==> src/rtl/vend_pkg.sv <==
// rtl/vend_pkg.sv - shared types and constants for the vending transaction sequencer
//
// Contents:
//   CREDIT_W     width of all money values (cents)
//   MEM_RD_LAT   cycles spent in LOOKUP before item memory data is sampled
//   vend_state_e transaction sequencer states
//   sat_add      16-bit add that clamps at all-ones instead of wrapping
package vend_pkg;

  localparam int CREDIT_W   = 16;
  localparam int MEM_RD_LAT = 2;

  typedef enum logic [2:0] {
    IDLE     = 3'd0,
    LOOKUP   = 3'd1,
    COLLECT  = 3'd2,
    DISPENSE = 3'd3,
    CHANGE   = 3'd4
  } vend_state_e;

  // Sum carried in CREDIT_W+1 bits; the carry out selects the clamp value.
  function automatic logic [CREDIT_W-1:0] sat_add(input logic [CREDIT_W-1:0] a,
                                                  input logic [CREDIT_W-1:0] b);
    logic [CREDIT_W:0] s;
    s = {1'b0, a} + {1'b0, b};
    return s[CREDIT_W] ? {CREDIT_W{1'b1}} : s[CREDIT_W-1:0];
  endfunction

endpackage

==> src/rtl/vend_credit_acc.sv <==
// rtl/vend_credit_acc.sv - saturating coin credit accumulator with subtract and refund
//
// Ports:
//   clk, rst         clock, synchronous active-high reset (credit cleared, no refund)
//   add_en/add_value coin for this cycle; always folded into credit
//   sub_en/sub_value charge the item price (applied after this cycle's coin)
//   refund_en        return all credit (including this cycle's coin) and clear it
//   credit           registered credit
//   credit_with_add  credit plus this cycle's coin, saturated (for price compare)
//   refund_valid     registered one-cycle strobe, only when the refund is non-zero
//   refund_amount    amount for refund_valid, 0 otherwise
module vend_credit_acc
  import vend_pkg::*;
(
  input  logic                clk,
  input  logic                rst,
  input  logic                add_en,
  input  logic [CREDIT_W-1:0] add_value,
  input  logic                sub_en,
  input  logic [CREDIT_W-1:0] sub_value,
  input  logic                refund_en,
  output logic [CREDIT_W-1:0] credit,
  output logic [CREDIT_W-1:0] credit_with_add,
  output logic                refund_valid,
  output logic [CREDIT_W-1:0] refund_amount
);

  logic [CREDIT_W-1:0] credit_q, credit_d;
  logic                refund_valid_q, refund_valid_d;
  logic [CREDIT_W-1:0] refund_amount_q, refund_amount_d;
  logic [CREDIT_W-1:0] with_coin;
  logic [CREDIT_W:0]   diff;

  always_comb begin
    with_coin       = add_en ? sat_add(credit_q, add_value) : credit_q;
    diff            = {1'b0, with_coin} - {1'b0, sub_value};
    credit_d        = with_coin;
    refund_valid_d  = 1'b0;
    refund_amount_d = '0;
    if (refund_en) begin
      credit_d        = '0;
      refund_valid_d  = (with_coin != '0);
      refund_amount_d = with_coin;
    end else if (sub_en) begin
      // Borrow means the price exceeded credit; clamp at zero rather than wrap.
      credit_d = diff[CREDIT_W] ? '0 : diff[CREDIT_W-1:0];
    end
  end

  always_ff @(posedge clk) begin
    if (rst) begin
      credit_q        <= '0;
      refund_valid_q  <= 1'b0;
      refund_amount_q <= '0;
    end else begin
      credit_q        <= credit_d;
      refund_valid_q  <= refund_valid_d;
      refund_amount_q <= refund_amount_d;
    end
  end

  assign credit          = credit_q;
  assign credit_with_add = with_coin;
  assign refund_valid    = refund_valid_q;
  assign refund_amount   = refund_amount_q;

endmodule

==> src/rtl/vend_txn_ctrl.sv <==
// rtl/vend_txn_ctrl.sv - per-transaction sequencer for the vending item store
//
// Ports:
//   clk, rst                      clock, synchronous active-high reset
//   cfg_busy                      config writer owns the memory; blocks new selections
//   sel_valid, sel_index          item selection, accepted only in IDLE
//   coin_valid, coin_value        one coin per asserted cycle, in cents
//   cancel                        user abort (IDLE and COLLECT only)
//   mem_raddr                     registered item memory read address
//   mem_item_price, mem_avail_count  item memory read data (one-cycle registered read)
//   dispense_valid, dispensed_item_index, vend_pulse  one-cycle dispense in DISPENSE
//   change_valid, change_amount   registered refund/change strobe
//   credit                        accumulated credit
//   busy                          not IDLE
//   err_sold_out                  registered pulse after a lookup found zero stock
module vend_txn_ctrl
  import vend_pkg::*;
#(
  parameter int MAX_ITEMS   = 1024,
  parameter int TIMEOUT_CYC = 1000000,
  parameter int IW          = $clog2(MAX_ITEMS)
)(
  input  logic                clk,
  input  logic                rst,
  input  logic                cfg_busy,
  input  logic                sel_valid,
  input  logic [IW-1:0]       sel_index,
  input  logic                coin_valid,
  input  logic [CREDIT_W-1:0] coin_value,
  input  logic                cancel,
  output logic [IW-1:0]       mem_raddr,
  input  logic [CREDIT_W-1:0] mem_item_price,
  input  logic [7:0]          mem_avail_count,
  output logic                dispense_valid,
  output logic [IW-1:0]       dispensed_item_index,
  output logic                vend_pulse,
  output logic                change_valid,
  output logic [CREDIT_W-1:0] change_amount,
  output logic [CREDIT_W-1:0] credit,
  output logic                busy,
  output logic                err_sold_out
);

  localparam int          TW      = $clog2(TIMEOUT_CYC + 1);
  localparam logic [1:0]  LK_LAST = 2'(MEM_RD_LAT - 1);
  localparam logic [TW-1:0] TO_LAST = TW'(TIMEOUT_CYC - 1);

  vend_state_e         state_q, state_d;
  logic [1:0]          lk_cnt_q, lk_cnt_d;
  logic [IW-1:0]       idx_q, idx_d;
  logic [IW-1:0]       mem_raddr_q, mem_raddr_d;
  logic [CREDIT_W-1:0] price_q, price_d;
  logic [TW-1:0]       to_cnt_q, to_cnt_d;
  logic                err_q, err_d;

  logic                sub_en, refund_en, timed_out;
  logic [CREDIT_W-1:0] credit_with_add;

  vend_credit_acc u_credit (
    .clk             (clk),
    .rst             (rst),
    .add_en          (coin_valid),
    .add_value       (coin_value),
    .sub_en          (sub_en),
    .sub_value       (price_q),
    .refund_en       (refund_en),
    .credit          (credit),
    .credit_with_add (credit_with_add),
    .refund_valid    (change_valid),
    .refund_amount   (change_amount)
  );

  always_ff @(posedge clk) begin
    if (rst) begin
      state_q     <= IDLE;
      lk_cnt_q    <= '0;
      idx_q       <= '0;
      mem_raddr_q <= '0;
      price_q     <= '0;
      to_cnt_q    <= '0;
      err_q       <= 1'b0;
    end else begin
      state_q     <= state_d;
      lk_cnt_q    <= lk_cnt_d;
      idx_q       <= idx_d;
      mem_raddr_q <= mem_raddr_d;
      price_q     <= price_d;
      to_cnt_q    <= to_cnt_d;
      err_q       <= err_d;
    end
  end

  // Next state and datapath controls. Coins are always added by the
  // accumulator, so no state ever drops a coin.
  always_comb begin
    state_d     = state_q;
    lk_cnt_d    = lk_cnt_q;
    idx_d       = idx_q;
    mem_raddr_d = mem_raddr_q;
    price_d     = price_q;
    to_cnt_d    = '0;
    err_d       = 1'b0;
    sub_en      = 1'b0;
    refund_en   = 1'b0;
    // A coin in the same cycle restarts the idle timer instead of expiring it.
    timed_out   = !coin_valid && (to_cnt_q == TO_LAST);

    unique case (state_q)
      IDLE: begin
        if (cancel) begin
          refund_en = 1'b1;
        end else if (sel_valid && !cfg_busy) begin
          mem_raddr_d = sel_index;
          idx_d       = sel_index;
          lk_cnt_d    = '0;
          state_d     = LOOKUP;
        end
      end
      LOOKUP: begin
        if (lk_cnt_q == LK_LAST) begin
          if (mem_avail_count == 8'd0) begin
            err_d   = 1'b1;
            state_d = IDLE;
          end else begin
            price_d = mem_item_price;
            state_d = (mem_item_price == '0) ? DISPENSE : COLLECT;
          end
        end else begin
          lk_cnt_d = lk_cnt_q + 2'd1;
        end
      end
      COLLECT: begin
        if (cancel || timed_out) begin
          refund_en = 1'b1;
          state_d   = IDLE;
        end else if (credit_with_add >= price_q) begin
          state_d = DISPENSE;
        end else if (!coin_valid) begin
          to_cnt_d = to_cnt_q + TW'(1);
        end
      end
      DISPENSE: begin
        sub_en  = 1'b1;
        state_d = CHANGE;
      end
      CHANGE: begin
        refund_en = 1'b1;
        state_d   = IDLE;
      end
      default: state_d = IDLE;
    endcase
  end

  always_comb begin
    dispense_valid       = (state_q == DISPENSE);
    vend_pulse           = (state_q == DISPENSE);
    dispensed_item_index = (state_q == DISPENSE) ? idx_q : '0;
    busy                 = (state_q != IDLE);
    err_sold_out         = err_q;
    mem_raddr            = mem_raddr_q;
  end

endmodule

==> config.mk <==
export PLATFORM = sky130hd
export DESIGN_NAME = vend_txn_ctrl
export DESIGN_NICKNAME = d
export VERILOG_FILES = /design/src/rtl/vend_pkg.sv /design/src/rtl/vend_credit_acc.sv /design/src/rtl/vend_txn_ctrl.sv
export SDC_FILE = /design/constraint.sdc
export NUM_CORES = 1
export LEC_CHECK = 0
export BUFFER_PORTS_ARGS = -buffer_cell sky130_fd_sc_hd__buf_4
export CAP_MARGIN = 20
export CORE_ASPECT_RATIO = 1.4
export CORE_MARGIN = 2
export CORE_UTILIZATION = 35
export CTS_CLUSTER_DIAMETER = 50
export DETAILED_ROUTE_END_ITERATION = 8
export GPL_TIMING_DRIVEN = 0
export PLACE_DENSITY_LB_ADDON = 0.05
export SLEW_MARGIN = 20
export SYNTH_ARGS = -nofsm -noshare
export SYNTH_HDL_FRONTEND = slang
export SYNTH_HIERARCHICAL = 1
export SYNTH_SLANG_ARGS = --single-unit
==> constraint.sdc <==
create_clock -name clk -period 5.42 [get_ports clk]
set_clock_uncertainty 0.05 [all_clocks]
set_input_delay 1.084 -clock clk [delete_from_list [all_inputs] [get_ports clk]]
set_output_delay 1.084 -clock clk [all_outputs]
set_load 0.03 [all_outputs]
### After elaboration in Yosys (flattened, before gate mapping)

Cells that the tools add are included.
W data, S select, Z words.

* flip-flop bits (word level): 85
* input bits: 56
* output and inout bits: 57
* logic and storage cells: 72

* add/subtract/negate cells: 4
* order comparisons: 1
* eq/ne operators: 11
* multiplexer cells: 22
* bitwise logic cells: 6
* reduce and logical (&&, ||, !) cells: 19

Operator list (number)
* $mux W16: 4
* $add A20 B1 Y20 const B: 1
* $eq A20 B20 Y1 const B: 1
* $add A16 B16 Y17: 1
* $sub A16 B16 Y17: 1
* $ge A16 B16 Y1: 1
* $logic_not A16 Y1: 1
* $reduce_bool A16 Y1: 1
* $mux W3: 5
* $pmux W3 S4: 1
* $mux W10: 1
* $logic_not A8 Y1: 1
* $mux W2: 4
* $ne A2 B2 Y1 const B: 4
* $reduce_and A4 Y1: 2
* $eq A3 B2 Y1 const B: 2
* $not A1 Y1: 6
* $reduce_and A3 Y1: 2
* $mux W1: 5
* $reduce_or A5 Y1: 1
* $pmux W2 S2: 1
* $reduce_or A2 Y1: 2
* $eq A3 B1 Y1 const B: 1
* $eq A3 B3 Y1 const B: 1
* 11 further kinds: 13

### Depth between registers and ports, before layout

Gate-level depths: netlist of the first run.

* depth after elaboration: 7
* depth in mapped cells: 19
* depth with buffers taken out: 17

### Cells and area by module

The synthesis of the first run kept the hierarchy.

By module, submodules not included
* vend_txn_ctrl: times used 1, cells an instance 303, area each 2821.5 um^2
* vend_credit_acc: times used 1, cells an instance 352, area each 2768.9 um^2

### Worst setup path after synthesis of the first run

Ideal clock, no wire load.

* path kind: input to register
* start point: input port coin_value[0]
* end point: register u_credit.credit_q[11] (netlist: u_credit/credit[11])
* data arrival time: 4.606 ns
* data required time: 5.242 ns
* setup slack: 0.637 ns
* cell stages on the path: 18
* path buffers: 1
* path through: ha_1 -> fa_1 -> a21o_1 -> a31oi_2 -> o211ai_2 -> a21o_1 -> o22ai_1 -> ha_1 -> fa_1 -> nor2b_1 -> o31a_1 -> o211ai_1 -> a21oi_1 -> nor3_1 -> o31ai_2 -> buf_2 -> a2bb2oi_1 -> nor2_1

* word-level cells in the longest chain between the ends: 6

RTL lines
* start: declaration: RTL line vend_txn_ctrl.sv:29 `input logic [CREDIT_W-1:0] coin_value,`
* $add A16 B16 Y17 (*): RTL line vend_pkg.sv:25 `s = {1'b0, a} + {1'b0, b};`
* $mux W16 (*): RTL line vend_pkg.sv:26 `return s[CREDIT_W] ? {CREDIT_W{1'b1}} : s[CREDIT_W-1:0];`
* $mux W16 (*): RTL line vend_credit_acc.sv:35 `with_coin = add_en ? sat_add(credit_q, add_value) : credit_q;`
* $sub A16 B16 Y17: RTL line vend_credit_acc.sv:36 `diff = {1'b0, with_coin} - {1'b0, sub_value};`
* $mux W16: RTL line vend_credit_acc.sv:46 `credit_d = diff[CREDIT_W] ? '0 : diff[CREDIT_W-1:0];`
* $mux W16 (*): RTL line vend_credit_acc.sv:44 `end else if (sub_en) begin`
* end signal: assignment: RTL line vend_credit_acc.sv:56 `credit_q <= credit_d;`
* end: declaration: RTL line vend_credit_acc.sv:28 `logic [CREDIT_W-1:0] credit_q, credit_d;`

Mark *: on every way between the ends. The rest lies on a longest branch, timed or not.
A chain may end at the register's enable or synchronous reset.

### Worst setup path after layout of the first run

* start point: input port coin_value[0]
* end point: register u_credit.credit_q[12] (netlist: u_credit/credit[12])

* word-level cells in the longest chain between the ends: 6

RTL lines
* $add A16 B16 Y17: RTL line vend_pkg.sv:25
* $mux W16: RTL line vend_pkg.sv:26
* $mux W16: RTL line vend_credit_acc.sv:35
* via credit_with_add[3]: RTL line vend_txn_ctrl.sv:57 `logic [CREDIT_W-1:0] credit_with_add;`
* $sub A16 B16 Y17: RTL line vend_credit_acc.sv:36
* $mux W16: RTL line vend_credit_acc.sv:46
* $mux W16: RTL line vend_credit_acc.sv:44

The timed path passes the listed nets, and every way through them passes these cells.

==> results.json, run 1 <==
{
  "ff2ff_path_depth": 19,
  "cp_max_fo": 10,
  "gp_congestion": 0.795,
  "grt_pass1_vias": 5040,
  "post_dp_cell_area_um2": 6680,
  "fin_nets": 888,
  "clkSinkCount": 85,
  "synth_warnings": 6,
  "grt_pass1_wl_um": 23900,
  "rows": 54,
  "die_x_um": 111,
  "synthFlopType": "dfxtp_1",
  "async_flop_share_pct": 0,
  "synth-simple-area-share_pct": 24.9,
  "final.min_clock_period_ns": 5.21,
  "synth_xor_area_share_pct": 5.64,
  "syn_nets": 764,
  "dieArea_um2": 17000,
  "p_per_area_nw_per_um2": 321,
  "worst_slew_pin_slew_ns": 0.679,
  "required_ns": 5.64,
  "drc": 0,
  "synth_top_area_share_pct": 30.4,
  "min_path_type": "flop to flop",
  "slew_violations": 0,
  "reg2reg_setup_slack_ns": 0.71,
  "start_util_pct": 35.8,
  "finalHoldViolCount": 0,
  "clkLatencyLatePin_ns": 0.34,
  "setup_slack_ns": 0.213,
  "place_hpwl_um": 12000,
  "regToRegEndpoint": "u_credit/credit[12]$_SDFF_PP0_",
  "cts_buffers": 9,
  "yosys_register_bits": 85,
  "grt.total_usage_pct": 16.9,
  "wirelength_um": 14600,
  "routedWlPerCell_um": 14.9,
  "die_h_um": 154,
  "clk_pin_slew_ns": 0.07,
  "cts_tree": "yes",
  "layout-drive-gt1-share_pct": 23.5,
  "synth_compound_area_share_pct": 15.3,
  "clockRootBuffer": "clkbuf_16",
  "cts_hold_buffers": 0,
  "ant_nets": 0,
  "synthMuxAreaShare_pct": 5.39,
  "netlist_instances": 655,
  "nFillCells": 1554,
  "grt_max_degree": 16,
  "endpoint": "u_credit/credit[12]$_SDFF_PP0_",
  "synthAdderAreaFrac_pct": 12.1,
  "synth.most_common_cell": "nor2_1",
  "route.vias.total": 4972,
  "portBuffers": 112,
  "cp-end-kind": "flop",
  "arrival_ns": 5.42,
  "start_kind": "input pin",
  "ys_top_cells_by_count": "nor2_1, dfxtp_1, inv_1, ha_1, a21oi_1",
  "final_area_um2": 7020,
  "synth_top_family_by_area": "simple AND/OR/NAND/NOR gates",
  "leakage_nw": 3.03,
  "worstSetupPathType": "input pin to flop",
  "drt_iter0_drc": 153,
  "core_um2": 15600,
  "antenna_found_initial": 0,
  "synth_cell_type_count": 75,
  "status": "finished clean",
  "finalSetupViolations": 0,
  "yosysSeqAreaShare_pct": 30.4,
  "clockBufferDepth": 2,
  "peakVddDrop_v": 0.000132,
  "place_ws_ns": -0.492,
  "syn2layout_area_growth_pct": 25.5,
  "yosysTopAreaCell": "dfxtp_1",
  "diodes": 0,
  "syn_area_per_cell_um2": 8.53,
  "timing.rr.start": "u_credit/credit[0]$_SDFF_PP0_",
  "synth.area.top_cells": "dfxtp_1, ha_1, nor2_1",
  "pin_count": 113,
  "grt_overflow_total": 0,
  "dr.pass1.iters": 4,
  "slew_headroom_pct": 54.7,
  "synth.cell_area_um2": 5590,
  "cap_violations": 0,
  "fin_crit_sh_pct": 96.1,
  "cts-htree-levels": 3,
  "fmax_mhz": 192,
  "vias_per_cell": 5.07,
  "startpoint": "coin_value[0]",
  "fin_hold_ws_ns": 0.460,
  "synth_edf_count": 0
}
per-layer routing:
metal	routed length (um)	track usage, %	part of all wire, %	vias up
li1	-	-	-	2579
met1	5810	18.0	40	2265
met2	7930	33.3	54	111
met3	584	3.11	4.0	17
met4	279	5.30	1.9	0
met5	0	0	0	-
cell usage in the layout, fill, tap and decap left out, types with 6 or more instances in the layout:
cell type / n
buf_4: 116
nor2_1: 91
dfxtp_1: 85
inv_1: 57
ha_1: 51
a21oi_1: 33
mux2i_1: 29
xnor2_1: 24
nor3_2: 20
nand2_1: 19
nand3_1: 18
nor3_1: 17
clkbuf_1: 14
and2_1: 14
xor2_1: 12
nor4_1: 11
o21ai_0: 9
clkbuf_16: 9
a2bb2oi_1: 8
and3_1: 7
o22ai_1: 7
nand2b_1: 6
nand4_1: 6
o21a_1: 6
or3_1: 6
power by group:
part | leakage (nW) | internal, mW | total, mW | switching [mW]
registers | 0.690 | 0.677 | 0.714 | 0.0369
logic | 2.20 | 0.396 | 0.952 | 0.556
clock network | 0.137 | 0.329 | 0.589 | 0.260
cell type report:
type                       count  area, um2  share of cell area, %
buffer                        24        130                   1.85
clock buffer                  11        243                   3.46
clock inverter                 5       42.5                  0.606
inverter                      59        221                   3.16
multi-input combinational    487       3590                   51.1
sequential                    85       1700                   24.2
tap                          196        245                   3.49
timing repair buffer         113        848                   12.1
cells by family after synthesis:
group                    Yosys count
adder cells (fa/ha/maj)           53
buffers and inverters             83
AO/OA/AOI/OAI                    120
multiplexers                      30
AND/OR/NAND/NOR                  248
XOR/XNOR                          36
flip-flops                        85
timing repair:
item,CTS,global route
setup endpoints to repair,10,13
pin swaps,0,1
buffers inserted,0,1
cloned,0,0
gates resized for setup,3,6
stage by stage:
| step | std cells | power (mW) | utilization (%) | TNS (ns) |
|---|---|---|---|---|
| floorplan | 655 | 1.41 | - | 0 |
| global placement | 963 | 1.65 | 42.8 | -5.58 |
| detailed placement | 963 | 1.66 | 42.8 | -6.13 |
| CTS | 979 | 2.26 | 44.7 | 0 |
| global route | 980 | 2.41 | 45.0 | -0.000964 |
| finish | 980 | 2.25 | 45.0 | 0 |
registers in the layout (all words and copies together) (netlist names):
register,count
state_q,3
lk_cnt_q,2
u_credit/refund_amount,16
u_credit/refund_valid,1
u_credit/credit,16
err_sold_out,1
price_q,16
to_cnt_q,20
mem_raddr,10
how the worst min path moves through the flow:
stage | from | to | slack (ns) | depth (start not counted)
5_1_grt | lk_cnt_q[1]$_SDFFE_PP0P_ | lk_cnt_q[1]$_SDFFE_PP0P_ | 0.48 | 2
4_1_cts | lk_cnt_q[1]$_SDFFE_PP0P_ | lk_cnt_q[1]$_SDFFE_PP0P_ | 0.46 | 2
6_report | lk_cnt_q[1]$_SDFFE_PP0P_ | lk_cnt_q[1]$_SDFFE_PP0P_ | 0.46 | 2
2_1_floorplan | lk_cnt_q[1]$_SDFFE_PP0P_ | lk_cnt_q[1]$_SDFFE_PP0P_ | 0.40 | 2
3_5_place_dp | lk_cnt_q[1]$_SDFFE_PP0P_ | lk_cnt_q[1]$_SDFFE_PP0P_ | 0.45 | 2
3_3_place_gp | lk_cnt_q[1]$_SDFFE_PP0P_ | lk_cnt_q[1]$_SDFFE_PP0P_ | 0.42 | 2
worst max-delay path, stage by stage:
cell	delay [ns]
buf_4	0.11
ha_1	0.21
fa_1	0.42
a21o_1	0.20
a31oi_2	0.33
o211ai_2	0.20
a21o_1	0.28
buf_6	0.19
o22ai_2	0.23
inv_1	0.12
ha_1	0.34
o21a_1	0.12
o31a_1	0.19
o211ai_1	0.14
a21oi_2	0.26
nor3_4	0.10
o31ai_4	0.38
clkbuf_4	0.31
a31oi_1	0.10
nor2_1	0.10
Power figures use the tool's default switching activity.
==> run 2, diff against run 1 <==
--- a/config.mk
+++ b/config.mk
@@ -14,6 +14,7 @@
 export DETAILED_ROUTE_END_ITERATION = 8
 export GPL_TIMING_DRIVEN = 0
 export PLACE_DENSITY_LB_ADDON = 0.05
+export REMOVE_ABC_BUFFERS = 1
 export SLEW_MARGIN = 20
 export SYNTH_ARGS = -nofsm -noshare
 export SYNTH_HDL_FRONTEND = slang
==> results.json, run 2 (synthesized netlist as in run 1, its figures left out) <==
{
  "fin_nets": 864,
  "vias_per_cell": 5.12,
  "total_power_mw": 2.28,
  "leakage_nw": 2.98,
  "min_to": "lk_cnt_q[1]$_SDFFE_PP0P_",
  "die_h_um": 154,
  "slew_headroom_pct": 49.3,
  "grt_overflow_total": 0,
  "arrival_ns": 5.29,
  "wirelength_um": 14000,
  "clockRootBuffer": "clkbuf_16",
  "syn2layout_area_growth_pct": 23.8,
  "cp-end-kind": "flop",
  "final_cell_mix": "buf_4, nor2_1, dfxtp_1, inv_1, ha_1",
  "drt_iter0_drc": 144,
  "worst_slew_pin_slew_ns": 0.760,
  "grt.total_usage_pct": 16.3,
  "p_per_area_nw_per_um2": 330,
  "cts_tree": "yes",
  "drc": 0,
  "place_hpwl_um": 11200,
  "ff2ff_path_depth": 17,
  "final.min_clock_period_ns": 5.13,
  "layout-drive-gt1-share_pct": 23.2,
  "start_util_pct": 35.8,
  "cp_max_fo": 13,
  "rows": 54,
  "gp_congestion": 0.776,
  "route.met3.wl_um": 562,
  "clock_power_share_pct": 27.9,
  "clk_pin_slew_ns": 0.07,
  "grt_max_degree": 36,
  "finalSetupViolations": 0,
  "finalNonFillerCells": 956,
  "dpl.cell_count": 939,
  "min_path_type": "flop to flop",
  "top_layer": "met4",
  "cts_buffers": 9,
  "combPwrFrac_pct": 40.6,
  "portBuffers": 112,
  "dr.pass1.iters": 4,
  "core_um2": 15600,
  "cts-htree-levels": 3,
  "fin_crit_sh_pct": 94.7,
  "ant_nets": 0,
  "worstSetupPathType": "input pin to flop",
  "m1WireLength_um": 5890,
  "final_common_cell": "buf_4",
  "reg2reg_setup_slack_ns": 0.71,
  "p_sw_share_pct": 37.0,
  "top_register": "to_cnt_q",
  "routed-wl-met2_um": 7410,
  "status": "finished clean",
  "postLayoutCoreUtil_pct": 44.3,
  "power.internal_mw": 1.44,
  "antenna_found_initial": 0,
  "timing.rr.start": "u_credit/credit[0]$_SDFF_PP0_",
  "grt_pass1_vias": 4808,
  "diodes": 0,
  "cap_violations": 0,
  "die_x_um": 111,
  "clockBufferDepth": 2,
  "slew_violations": 0,
  "grt_pass1_wl_um": 23000,
  "finalHoldViolCount": 0,
  "holdPathStages": 2,
  "fmax_mhz": 195,
  "required_ns": 5.58,
  "switchingPower_uw": 844,
  "peakVddDrop_v": 0.000196,
  "cts_hold_buffers": 0,
  "worstHoldStart": "lk_cnt_q[1]$_SDFFE_PP0P_",
  "regToRegEndpoint": "u_credit/credit[12]$_SDFF_PP0_",
  "routedWlPerCell_um": 14.7,
  "clkSinkCount": 85,
  "largest_reg_flops": 20,
  "seqPwrFrac_pct": 31.5,
  "start_kind": "input pin",
  "clkLatencyLatePin_ns": 0.34,
  "dieArea_um2": 17000,
  "fin_hold_ws_ns": 0.452,
  "pin_count": 113,
  "route.vias.total": 4897
}
==> run 2: final cells by class <==
class | instances | area, um2
clock buffer | 10 | 239
clock inverter | 6 | 68.8
fill | 1558 | 8690
inverter | 59 | 221
multi-input combinational | 487 | 3580
sequential | 85 | 1700
tap | 196 | 245
timing repair buffer | 113 | 861
==> run 2: worst max path at each step <==
| stage | startpoint | to |
|---|---|---|
| final | coin_value[0] | u_credit/credit[11]$_SDFF_PP0_ |
| after global routing | coin_value[0] | u_credit/credit[13]$_SDFF_PP0_ |
| after CTS | coin_value[0] | u_credit/credit[15]$_SDFF_PP0_ |
| after detailed placement | coin_value[0] | u_credit/credit[15]$_SDFF_PP0_ |
| after global placement | coin_value[0] | u_credit/credit[15]$_SDFF_PP0_ |
| after floorplan | coin_value[0] | u_credit/credit[15]$_SDFF_PP0_ |
==> run 2: repair_timing <==
item / in CTS / in global routing
gates cloned: 0 / 0
pin swaps: 1 / 1
setup buffers: 0 / 1
endpoints found under the setup margin: 16 / 16
resized for setup: 3 / 4
==> run 2: metrics by stage <==
stage	setup slack, ns	setup TNS, ns	instance area [um2]
CTS	0.0515	0	6880
finish	0.289	0	6920
floorplan	0.498	0	5460
global placement	-0.641	-9.01	6550
global route	-0.00505	-0.00505	6920
detailed placement	-0.682	-9.74	6550
==> run 2: power by group through the flow <==
stage	Combinational (mW)	Clock [mW]	Sequential, mW
detailed placement	0.917	0	0.732
CTS	0.927	0.657	0.718
finish	0.926	0.638	0.718
global placement	0.903	0	0.730
global route	1.03	0.682	0.726
floorplan	0.593	0	0.800
==> run 2: worst max-delay path, stage by stage <==
cell and delay [ns]:
buf_4 0.11, ha_1 0.21, fa_1 0.42, a21o_1 0.21, a31oi_2 0.31, o211ai_2 0.19
a21o_1 0.38, o22ai_4 0.28, ha_1 0.22, fa_1 0.21, nor2b_1 0.07, o31a_1 0.27
o211ai_1 0.25, a21oi_1 0.18, nor3_2 0.36, o31ai_4 0.14, buf_12 0.17, a2bb2oi_1 0.15
nor2_1 0.06
==> run 2: layer usage <==
layer,up-vias,track usage [%]
li1,2533,-
met1,2257,18.2
met2,97,31.5
met3,10,2.96
met4,0,4.05
met5,-,0
